File: config.mk
export PLATFORM = sky130hd
export DESIGN_NAME = alu_cmd_issuer_flat
export DESIGN_NICKNAME = d
export VERILOG_FILES = /design/src/rtl/alu_cmd_issuer_if.sv /design/src/rtl/alu_cmd_issuer.sv /design/src/flat_wrapper.sv
export SDC_FILE = /design/constraint.sdc
export NUM_CORES = 1
export LEC_CHECK = 0
export CORE_MARGIN = 10
export CORE_UTILIZATION = 50
export CTS_BUF_LIST = sky130_fd_sc_hd__clkbuf_16
export DETAILED_ROUTE_END_ITERATION = 10
export GPL_TIMING_DRIVEN = 0
export PLACE_DENSITY = 0.74
export SLEW_MARGIN = 20
export SYNTH_ARGS = -nofsm -noshare
export SYNTH_HDL_FRONTEND = slang
export SYNTH_SLANG_ARGS = --single-unit
export TNS_END_PERCENT = 5
File: constraint.sdc
create_clock -name clk -period 5.58 [get_ports clk]
set_input_delay 0.837 -clock clk [delete_from_list [all_inputs] [get_ports clk]]
set_output_delay 0.837 -clock clk [all_outputs]
set_load 0.005 [all_outputs]
File: src/rtl/alu_cmd_issuer_if.sv
// Request, ALU-drive and response signals of the ALU command issuer.
// slave = the issuer itself, master = the requester / ALU / response sink side.
interface alu_cmd_issuer_if #(
  parameter int TAG_W = 4
);
  logic             cmd_valid;
  logic             cmd_ready;
  logic [4:0]       cmd_op;
  logic [31:0]      cmd_a;
  logic [31:0]      cmd_b;
  logic [TAG_W-1:0] cmd_tag;
  logic [31:0]      alu_a;
  logic [31:0]      alu_b;
  logic [4:0]       alu_select;
  logic [31:0]      alu_out;
  logic             rsp_valid;
  logic             rsp_ready;
  logic [31:0]      rsp_data;
  logic [TAG_W-1:0] rsp_tag;
  logic             rsp_err;
  logic             busy;
  logic [7:0]       illegal_cnt;

  modport slave (
    input  cmd_valid, cmd_op, cmd_a, cmd_b, cmd_tag, alu_out, rsp_ready,
    output cmd_ready, alu_a, alu_b, alu_select, rsp_valid, rsp_data, rsp_tag,
           rsp_err, busy, illegal_cnt
  );

  modport master (
    output cmd_valid, cmd_op, cmd_a, cmd_b, cmd_tag, alu_out, rsp_ready,
    input  cmd_ready, alu_a, alu_b, alu_select, rsp_valid, rsp_data, rsp_tag,
           rsp_err, busy, illegal_cnt
  );
endinterface

File: src/rtl/alu_cmd_issuer.sv
// Command sequencer for the dual-lane ALU: buffers tagged requests, issues them
// to the ALU on registered operands, and returns results in request order.
module alu_cmd_issuer #(
  parameter int DEPTH = 4,
  parameter int TAG_W = 4
) (
  input  logic            clk,
  input  logic            rst,
  alu_cmd_issuer_if.slave bus
);
  localparam int PTR_W = $clog2(DEPTH);
  localparam logic [PTR_W:0] FULL_CNT = (PTR_W+1)'(DEPTH);

  typedef struct packed {
    logic [4:0]       op;
    logic [31:0]      a;
    logic [31:0]      b;
    logic [TAG_W-1:0] tag;
  } entry_t;

  typedef enum logic [1:0] {IDLE, EXEC, RESP} state_t;

  entry_t           fifo_mem [DEPTH];
  logic [PTR_W-1:0] wr_ptr_reg;
  logic [PTR_W-1:0] rd_ptr_reg;
  logic [PTR_W:0]   count_reg;

  state_t           state_reg;
  logic [31:0]      alu_a_reg;
  logic [31:0]      alu_b_reg;
  logic [4:0]       alu_select_reg;
  logic [TAG_W-1:0] tag_reg;
  logic [31:0]      rsp_data_reg;
  logic [TAG_W-1:0] rsp_tag_reg;
  logic             rsp_valid_reg;
  logic             rsp_err_reg;
  logic [7:0]       illegal_cnt_reg;

  logic   fifo_full;
  logic   push;
  logic   pop;
  entry_t head;
  logic   head_legal;

  assign fifo_full  = (count_reg == FULL_CNT);
  assign push       = bus.cmd_valid && !fifo_full;
  // A pop is only taken when the FSM can accept a new entry on this edge.
  assign pop        = (count_reg != '0) &&
                      ((state_reg == IDLE) || ((state_reg == RESP) && bus.rsp_ready));
  assign head       = fifo_mem[rd_ptr_reg];
  // Function codes 7, E and F select unpopulated ALU mux inputs.
  assign head_legal = !((head.op[3:0] == 4'h7) || (head.op[3:0] >= 4'hE));

  always_ff @(posedge clk) begin
    if (push) begin
      fifo_mem[wr_ptr_reg] <= '{op: bus.cmd_op, a: bus.cmd_a, b: bus.cmd_b, tag: bus.cmd_tag};
    end
  end

  always_ff @(posedge clk or posedge rst) begin
    if (rst) begin
      wr_ptr_reg <= '0;
      rd_ptr_reg <= '0;
      count_reg  <= '0;
    end else begin
      if (push) begin
        wr_ptr_reg <= wr_ptr_reg + PTR_W'(1);
      end
      if (pop) begin
        rd_ptr_reg <= rd_ptr_reg + PTR_W'(1);
      end
      case ({push, pop})
        2'b10:   count_reg <= count_reg + (PTR_W+1)'(1);
        2'b01:   count_reg <= count_reg - (PTR_W+1)'(1);
        default: count_reg <= count_reg;
      endcase
    end
  end

  always_ff @(posedge clk or posedge rst) begin
    if (rst) begin
      state_reg       <= IDLE;
      alu_a_reg       <= '0;
      alu_b_reg       <= '0;
      alu_select_reg  <= '0;
      tag_reg         <= '0;
      rsp_data_reg    <= '0;
      rsp_tag_reg     <= '0;
      rsp_valid_reg   <= 1'b0;
      rsp_err_reg     <= 1'b0;
      illegal_cnt_reg <= '0;
    end else begin
      case (state_reg)
        EXEC: begin
          rsp_data_reg  <= bus.alu_out;
          rsp_err_reg   <= 1'b0;
          rsp_tag_reg   <= tag_reg;
          rsp_valid_reg <= 1'b1;
          state_reg     <= RESP;
        end
        RESP: begin
          if (bus.rsp_ready && (count_reg == '0)) begin
            rsp_valid_reg <= 1'b0;
            state_reg     <= IDLE;
          end
        end
        default: ;
      endcase

      // Issue of a popped entry overrides the RESP hold above.
      if (pop) begin
        if (head_legal) begin
          alu_a_reg      <= head.a;
          alu_b_reg      <= head.b;
          alu_select_reg <= head.op;
          tag_reg        <= head.tag;
          rsp_valid_reg  <= 1'b0;
          state_reg      <= EXEC;
        end else begin
          rsp_data_reg  <= '0;
          rsp_err_reg   <= 1'b1;
          rsp_tag_reg   <= head.tag;
          rsp_valid_reg <= 1'b1;
          if (illegal_cnt_reg != 8'hFF) begin
            illegal_cnt_reg <= illegal_cnt_reg + 8'd1;
          end
          state_reg <= RESP;
        end
      end
    end
  end

  assign bus.cmd_ready   = !fifo_full;
  assign bus.alu_a       = alu_a_reg;
  assign bus.alu_b       = alu_b_reg;
  assign bus.alu_select  = alu_select_reg;
  assign bus.rsp_valid   = rsp_valid_reg;
  assign bus.rsp_data    = rsp_data_reg;
  assign bus.rsp_tag     = rsp_tag_reg;
  assign bus.rsp_err     = rsp_err_reg;
  assign bus.busy        = (state_reg != IDLE) || (count_reg != '0);
  assign bus.illegal_cnt = illegal_cnt_reg;
endmodule

File: src/flat_wrapper.sv
// flat-port wrapper written by rule: the top's interface ports become plain ports
module alu_cmd_issuer_flat 
#(
  parameter int DEPTH = 4,
  parameter int TAG_W = 4
)
  (clk, rst, bus_cmd_valid, bus_cmd_op, bus_cmd_a, bus_cmd_b, bus_cmd_tag, bus_alu_out, bus_rsp_ready, bus_cmd_ready, bus_alu_a, bus_alu_b, bus_alu_select, bus_rsp_valid, bus_rsp_data, bus_rsp_tag, bus_rsp_err, bus_busy, bus_illegal_cnt);
  alu_cmd_issuer_if #(.TAG_W(TAG_W)) bus_i ();
  input  logic clk;
  input  logic rst;
  input wire logic [$bits(bus_i.cmd_valid)-1:0] bus_cmd_valid;
  input wire logic [$bits(bus_i.cmd_op)-1:0] bus_cmd_op;
  input wire logic [$bits(bus_i.cmd_a)-1:0] bus_cmd_a;
  input wire logic [$bits(bus_i.cmd_b)-1:0] bus_cmd_b;
  input wire logic [$bits(bus_i.cmd_tag)-1:0] bus_cmd_tag;
  input wire logic [$bits(bus_i.alu_out)-1:0] bus_alu_out;
  input wire logic [$bits(bus_i.rsp_ready)-1:0] bus_rsp_ready;
  output wire logic [$bits(bus_i.cmd_ready)-1:0] bus_cmd_ready;
  output wire logic [$bits(bus_i.alu_a)-1:0] bus_alu_a;
  output wire logic [$bits(bus_i.alu_b)-1:0] bus_alu_b;
  output wire logic [$bits(bus_i.alu_select)-1:0] bus_alu_select;
  output wire logic [$bits(bus_i.rsp_valid)-1:0] bus_rsp_valid;
  output wire logic [$bits(bus_i.rsp_data)-1:0] bus_rsp_data;
  output wire logic [$bits(bus_i.rsp_tag)-1:0] bus_rsp_tag;
  output wire logic [$bits(bus_i.rsp_err)-1:0] bus_rsp_err;
  output wire logic [$bits(bus_i.busy)-1:0] bus_busy;
  output wire logic [$bits(bus_i.illegal_cnt)-1:0] bus_illegal_cnt;
  assign bus_i.cmd_valid = bus_cmd_valid;
  assign bus_i.cmd_op = bus_cmd_op;
  assign bus_i.cmd_a = bus_cmd_a;
  assign bus_i.cmd_b = bus_cmd_b;
  assign bus_i.cmd_tag = bus_cmd_tag;
  assign bus_i.alu_out = bus_alu_out;
  assign bus_i.rsp_ready = bus_rsp_ready;
  assign bus_cmd_ready = bus_i.cmd_ready;
  assign bus_alu_a = bus_i.alu_a;
  assign bus_alu_b = bus_i.alu_b;
  assign bus_alu_select = bus_i.alu_select;
  assign bus_rsp_valid = bus_i.rsp_valid;
  assign bus_rsp_data = bus_i.rsp_data;
  assign bus_rsp_tag = bus_i.rsp_tag;
  assign bus_rsp_err = bus_i.rsp_err;
  assign bus_busy = bus_i.busy;
  assign bus_illegal_cnt = bus_i.illegal_cnt;
  alu_cmd_issuer #(.DEPTH(DEPTH), .TAG_W(TAG_W)) u_core (.clk(clk), .rst(rst), .bus(bus_i));
endmodule
==> summary.txt <==
Run status
  • Status: complete, no violations

Clock tree
  • CTS Buf Count: 43
  • CTS tree: built
  • CTS resizes: 0
  • Setup bufs post-CTS: 0
  • Reg clk slew, reported paths: 0.06 ns
  • Clock Path Buffers: 3
  • Worst skew pair latency: around 0.52 ns
  • H-tree depth: 2
  • Clock Root Buffer: clkbuf_16
  • Clock Sinks: between 400 and 500
  • # hold bufs at CTS: 0

Logic synthesis
  • Mean Syn Cell Area: 21.14 sq um
  • Simple logic cell fraction of the synthesized area: 2.065%
  • Syn nets: 870
  • Post-synth top area share: between 50% and 60%
  • Mux share of post-synthesis cell area: approximately a fifth
  • Post-synthesis compound-gate area fraction: 0.5833%
  • Seq/Total Area, Yosys: ~75%
  • Leading area contributor after synthesis: edfxtp_1
  • YS warnings: 0
  • Cell area after synthesis: around 0.016 sq mm
  • Synth top area cells: edfxtp_1, dfrtp_1, mux4_2
  • Yosys reg bits: 419
  • Post-Synth XOR/XNOR Area: less than 1%
  • Cells after Synth: roughly 750
  • Main combinational cell family by area after synthesis: multiplexers
  • Fraction of the mapped netlist area in adder cells: less than 1%
  • Cell variety after synth: 37

Final layout
  • Number of flip-flops in the largest register: 292
  • Share of layout cells above drive strength 1: 21.70%
  • Finished Layout Cells: between 1000 and 1500
  • Largest register by flop count: u_core.fifo_mem
  • Fin nets: 1145
  • Most frequent cells in the layout: edfxtp_1, clkdlybuf4s50_1, dfrtp_1
  • Commonest non-fill, non-tap cell in the layout: edfxtp_1
  • Post-Route Utilization: between 60% and 70%
  • Area delta synth->final: 26.94%
  • Fillers: 2200

STA
  • Final Cycle Share: around 55%
  • Pin slew with the least headroom to its limit: 0.8924 ns
  • Min cycle time layout: around 3.1 ns
  • Clk_skew: 0.02126 ns
  • Slew Limit Fails: 0
  • Fmax achieved: 325.0 MHz
  • RSZ-0062 raised after global routing: false
  • Max-slew headroom: 40.51%
  • Final setup viols: 0
  • Setup tns final: 0 ns
  • Final hold vios: 0

Worst setup path
  • Crit Path Category: input port to flop
  • Worst setup SP type: input port
  • Worst endpoint data arrival time: 3.51 ns
  • CP max stage delay: about 0.50 ns
  • Critical Path RT: 6.01 ns
  • Slowest cell on the critical path: clkdlybuf4s50_1
  • Peak fanout along the critical path: 10
  • Worst setup EP type: flop
  • Cells along the critical path: clkdlybuf4s50_1 > a21oi_1 > nor2_1 > clkbuf_1 > ha_1 > inv_1 > fa_1 > xor2_1 > nor2_1 > xor2_1

Drt
  • Final WL: ~33000 microns
  • Drt wl/cell: 22.60 microns
  • Drt first pass iters: 4
  • ANT nets after route: 0
  • Vias per cell: 5.319
  • Starting DRT DRC Count: 400
  • Via count: 7792
  • DRC viols: 0

Die
  • Die height: 198.2 microns
  • Die area: 0.03928 sq mm
  • Core Region: 0.03147 sq mm
  • Top Ports: ~230
  • Die Width: 198.2 microns
  • Initial Util: about half
  • Floorplan row count: 65

Pwr
  • Total leakage power: 7.450 nW
  • Total power: between 10 and 15 mW
  • VDD IR max: 310.8 uV
  • P per Cell Area: 575.2 mW/mm^2

Placed design
  • Detailed placer's ending HPWL: about 22000 microns
  • Placed Cells incl. Taps: 1383
  • GPL Wtd Cong: approximately 0.8
  • Port Buffers: between 200 and 250

Global route
  • Largest net degree at the start of global routing: 82
  • Grt total ovfl: 0
  • Vias in the first global route: 8608
  • GRT Overall Usage: 16.92%
  • Initial antenna violation count: 3
  • First-pass GRT wire length: 51050 microns

Worst hold path
  • Min-Delay Path Class: flop to flop

Job
  • Max_cap viols: 0
-- cells in the mapped netlist (all sizes together) --
master	number
edfxtp	292
dfrtp	127
mux2	76
mux4	73
mux2i	37
nor2	35
clkbuf	18
buf	16
inv	11
ha	9
and3	7
xnor2	7
nand3	6
nand4	6
o21ai	4
xor2	4
nand2	3
a21o	2
and2	2
and4	2
nand2b	2
a21bo	1
a21oi	1
a221oi	1
a22o	1
a31oi	1
a41oi	1
fa	1
nor2b	1
nor3	1
o211a	1
or2	1
or3	1
-- layer usage --
layer	up-vias	global-route usage, %	share of wire, %
met3	47	5.025	7.5
met4	2	3.730	1.5
met5	-	0	0.024
li1	3516	-	-
met1	4013	20.94	42
met2	214	28.80	49
-- where the power goes --
group	total (mW)	internal [mW]	switching [mW]	leakage, nW
combinational	4.23	2.43	1.79	2.51
sequential	4.68	4.30	0.382	4.20
clock	2.69	1.59	1.10	0.740
-- metrics by stage --
stage                     setup WS (ns)  instance area, sq um  hold WS [ns]
final                             2.503                 20150        0.4912
after global routing              2.336                 20140        0.5257
after CTS                         2.551                 20140        0.4944
after detailed placement          2.012                 18790        0.4810
after global placement           -1.082                 18630        0.4610
after floorplan                   1.359                 15870        0.4766
-- logic make-up after synthesis --
| family | Yosys count |
|---|---|
| AND/OR/NAND/NOR | 67 |
| AO/OA/AOI/OAI | 13 |
| adder cells (fa/ha/maj) | 10 |
| buffers and inverters | 45 |
| multiplexers | 186 |
| XOR/XNOR | 11 |
| flip-flops | 419 |
-- worst paths after layout --
check | start | endpoint | slack [ns] | cells after the start
max in group asynchronous | rst | u_core.bus.alu_select[1] | 4.07 | 3
hold reg to reg | u_core.bus.rsp_err | u_core.bus.rsp_err | 0.49 | 1
min in group asynchronous | rst | u_core.bus.alu_b[2] | 0.74 | 2
setup / recovery | bus_rsp_ready | u_core.count_reg[2] | 2.50 | 10
hold / removal | u_core.bus.rsp_err | u_core.bus.rsp_err | 0.49 | 1
setup reg to reg | u_core.bus.rsp_valid | u_core.count_reg[2] | 2.63 | 11
-- cell type report --
cell class                 instances  area (sq um)  area share [%]
inverter                          11         48.80          0.2422
sequential                       419         11950           59.29
antenna                            3         7.507         0.03726
clock buffer                      45          1126           5.588
tap                              402         503.0           2.496
timing repair buffer             230          2390           11.86
clock inverter                    34         222.7           1.105
multi-input combinational        287          3720           18.46
buffer                            34         186.4          0.9252
-- worst max-delay path: cells and delay by family --
family | cells | cell delay [ns]
adders and majority gates | 2 | 0.65
and+or+nand+nor | 2 | 0.58
AOI/OAI and AO/OA | 1 | 0.07
xor gates and xnor gates | 2 | 0.33
buffers and inverters | 3 | 1.04
Note: power is estimated with default switching activity, not from simulation.
==> edit: new RTL, same settings <==
Encoding of `state_t`: now one-hot (3 bits for 3 states).
--- a/src/rtl/alu_cmd_issuer.sv
+++ b/src/rtl/alu_cmd_issuer.sv
@@ -18,7 +18,7 @@
     logic [TAG_W-1:0] tag;
   } entry_t;
 
-  typedef enum logic [1:0] {IDLE, EXEC, RESP} state_t;
+  typedef enum logic [2:0] {IDLE = 3'b001, EXEC = 3'b010, RESP = 3'b100} state_t;
 
   entry_t           fifo_mem [DEPTH];
   logic [PTR_W-1:0] wr_ptr_reg;
Formal check against the unedited RTL: same outputs for any inputs over 4 cycles, from zero or initial values and one cycle with rst high; so few cycles prove little.
==> edit against the unedited design <==
- sequential share of layout area down 0.31 points
- final area up 0.74%
- sequential cell count up 1
- die area up 0.90%
- fmax up 1.7%
- hold slack worse by 0.020 ns
- non-clock buffer count up 2
- routed wire length down 0.87%
- final cell count up 2.6%
- register-to-register slack better by 0.40 ns
- worst setup slack better by 0.053 ns
- global-route usage down 0.48 points
- area after synthesis up 1.0%
Power is not compared: it rests on default switching activity, and its combinational part moved more than twofold at a synthesized area within 25%.
==> edit: results <==
group,metric,value,unit
cells_and_area,fin_cells,1503,
outcome,status,"completed",
cells_and_area,buffers_excl_clock,266,
placement,gp_congestion,0.8268,
cells_and_area,inv_count,7,
global_routing,grt_pass1_vias,8767,
clock_network,clock_path_buffers,3,
global_routing,grt_max_degree,73,
cells_and_area,drive_gt1_share,22.77,%
cells_and_area,fill_cells,2180,
cells_and_area,regArea,0.01197,sq mm
cells_and_area,num-multi-input-gates,326,
synthesis,synth_xor_xnor_area_share,0.6009,%
synthesis,synth_cells,789,
synthesis,synth-compound-area-share,1.514,%
placement,pre_cts_slack,2.487,ns
sta,hold_ws,0.4715,ns
routing,dr.first_iter.drc_count,415,
routing,routedWlPerCell,21.83,microns
synthesis,synth_area_leaders,"edfxtp_1 (55%), dfrtp_1 (20%), mux4_2 (10%)",
cells_and_area,clk_share,6.601,%
sta,fin_skew,0.01529,ns
cells_and_area,multiInputGateArea,0.003844,sq mm
synthesis,ys_types,38,
synthesis,async_reset_ff_share,30.48,%
global_routing,track_usage,16.44,%
placement,hpwl,21230,microns
cells_and_area,final_util,64.17,%
synthesis,synthAdderAreaFrac,0.5931,%
critical_path,crit_end,"bus_busy",
critical_path,crit_arrival,2.19,ns
sta,fin_crit_sh,54.20,%
synthesis,synthTopCellsByCount,"edfxtp_1 (292), dfrtp_1 (127), mux4_2 (73), mux2_4 (70), nand2_1 (68)",
critical_path,reg2reg_depth,9,
sta,worstMarginPinSlew,0.8454,ns
placement,placed_area,0.01895,sq mm
critical_path,critPathLaunch,"u_core.count_reg[0]",
placement,placed_cells,1421,
routing,detail_route.vias_per_cell,5.365,
cells_and_area,fin_nets,1180,
==> edit: cell types whose count changed in the layout (fill, tap and decap cells not counted), sizes merged, moves of 5 or more <==
| cell | change |
|---|---|
| mux2 | +10 |
| mux2i | -37 |
| inv | -8 |
| a21oi | +34 |
| nand2 | +66 |
| nand4 | -5 |
| clkinv | +5 |
| nor2 | -30 |
==> edit: power by group <==
group | leakage [nW] | switching (mW) | internal, mW
Sequential | 4.41 | 0.0955 | 3.84
Clock | 0.724 | 1.12 | 1.59
Combinational | 2.54 | 0.410 | 0.295
Total | 7.68 | 1.62 | 5.72
==> edit: per-layer routing <==
layer	vias up	track usage (%)	part of all wire, %
met5	-	0	0
met4	0	3.476	1.5
met3	39	4.811	7.8
met2	230	27.17	48
met1	4150	21.20	42
li1	3645	-	-
==> edit: critical path: stages (launching register included) <==
cell             delay, ns
dfrtp_1               0.44
or3_1                 0.41
or3_1                 0.35
clkdlybuf4s50_1       0.47
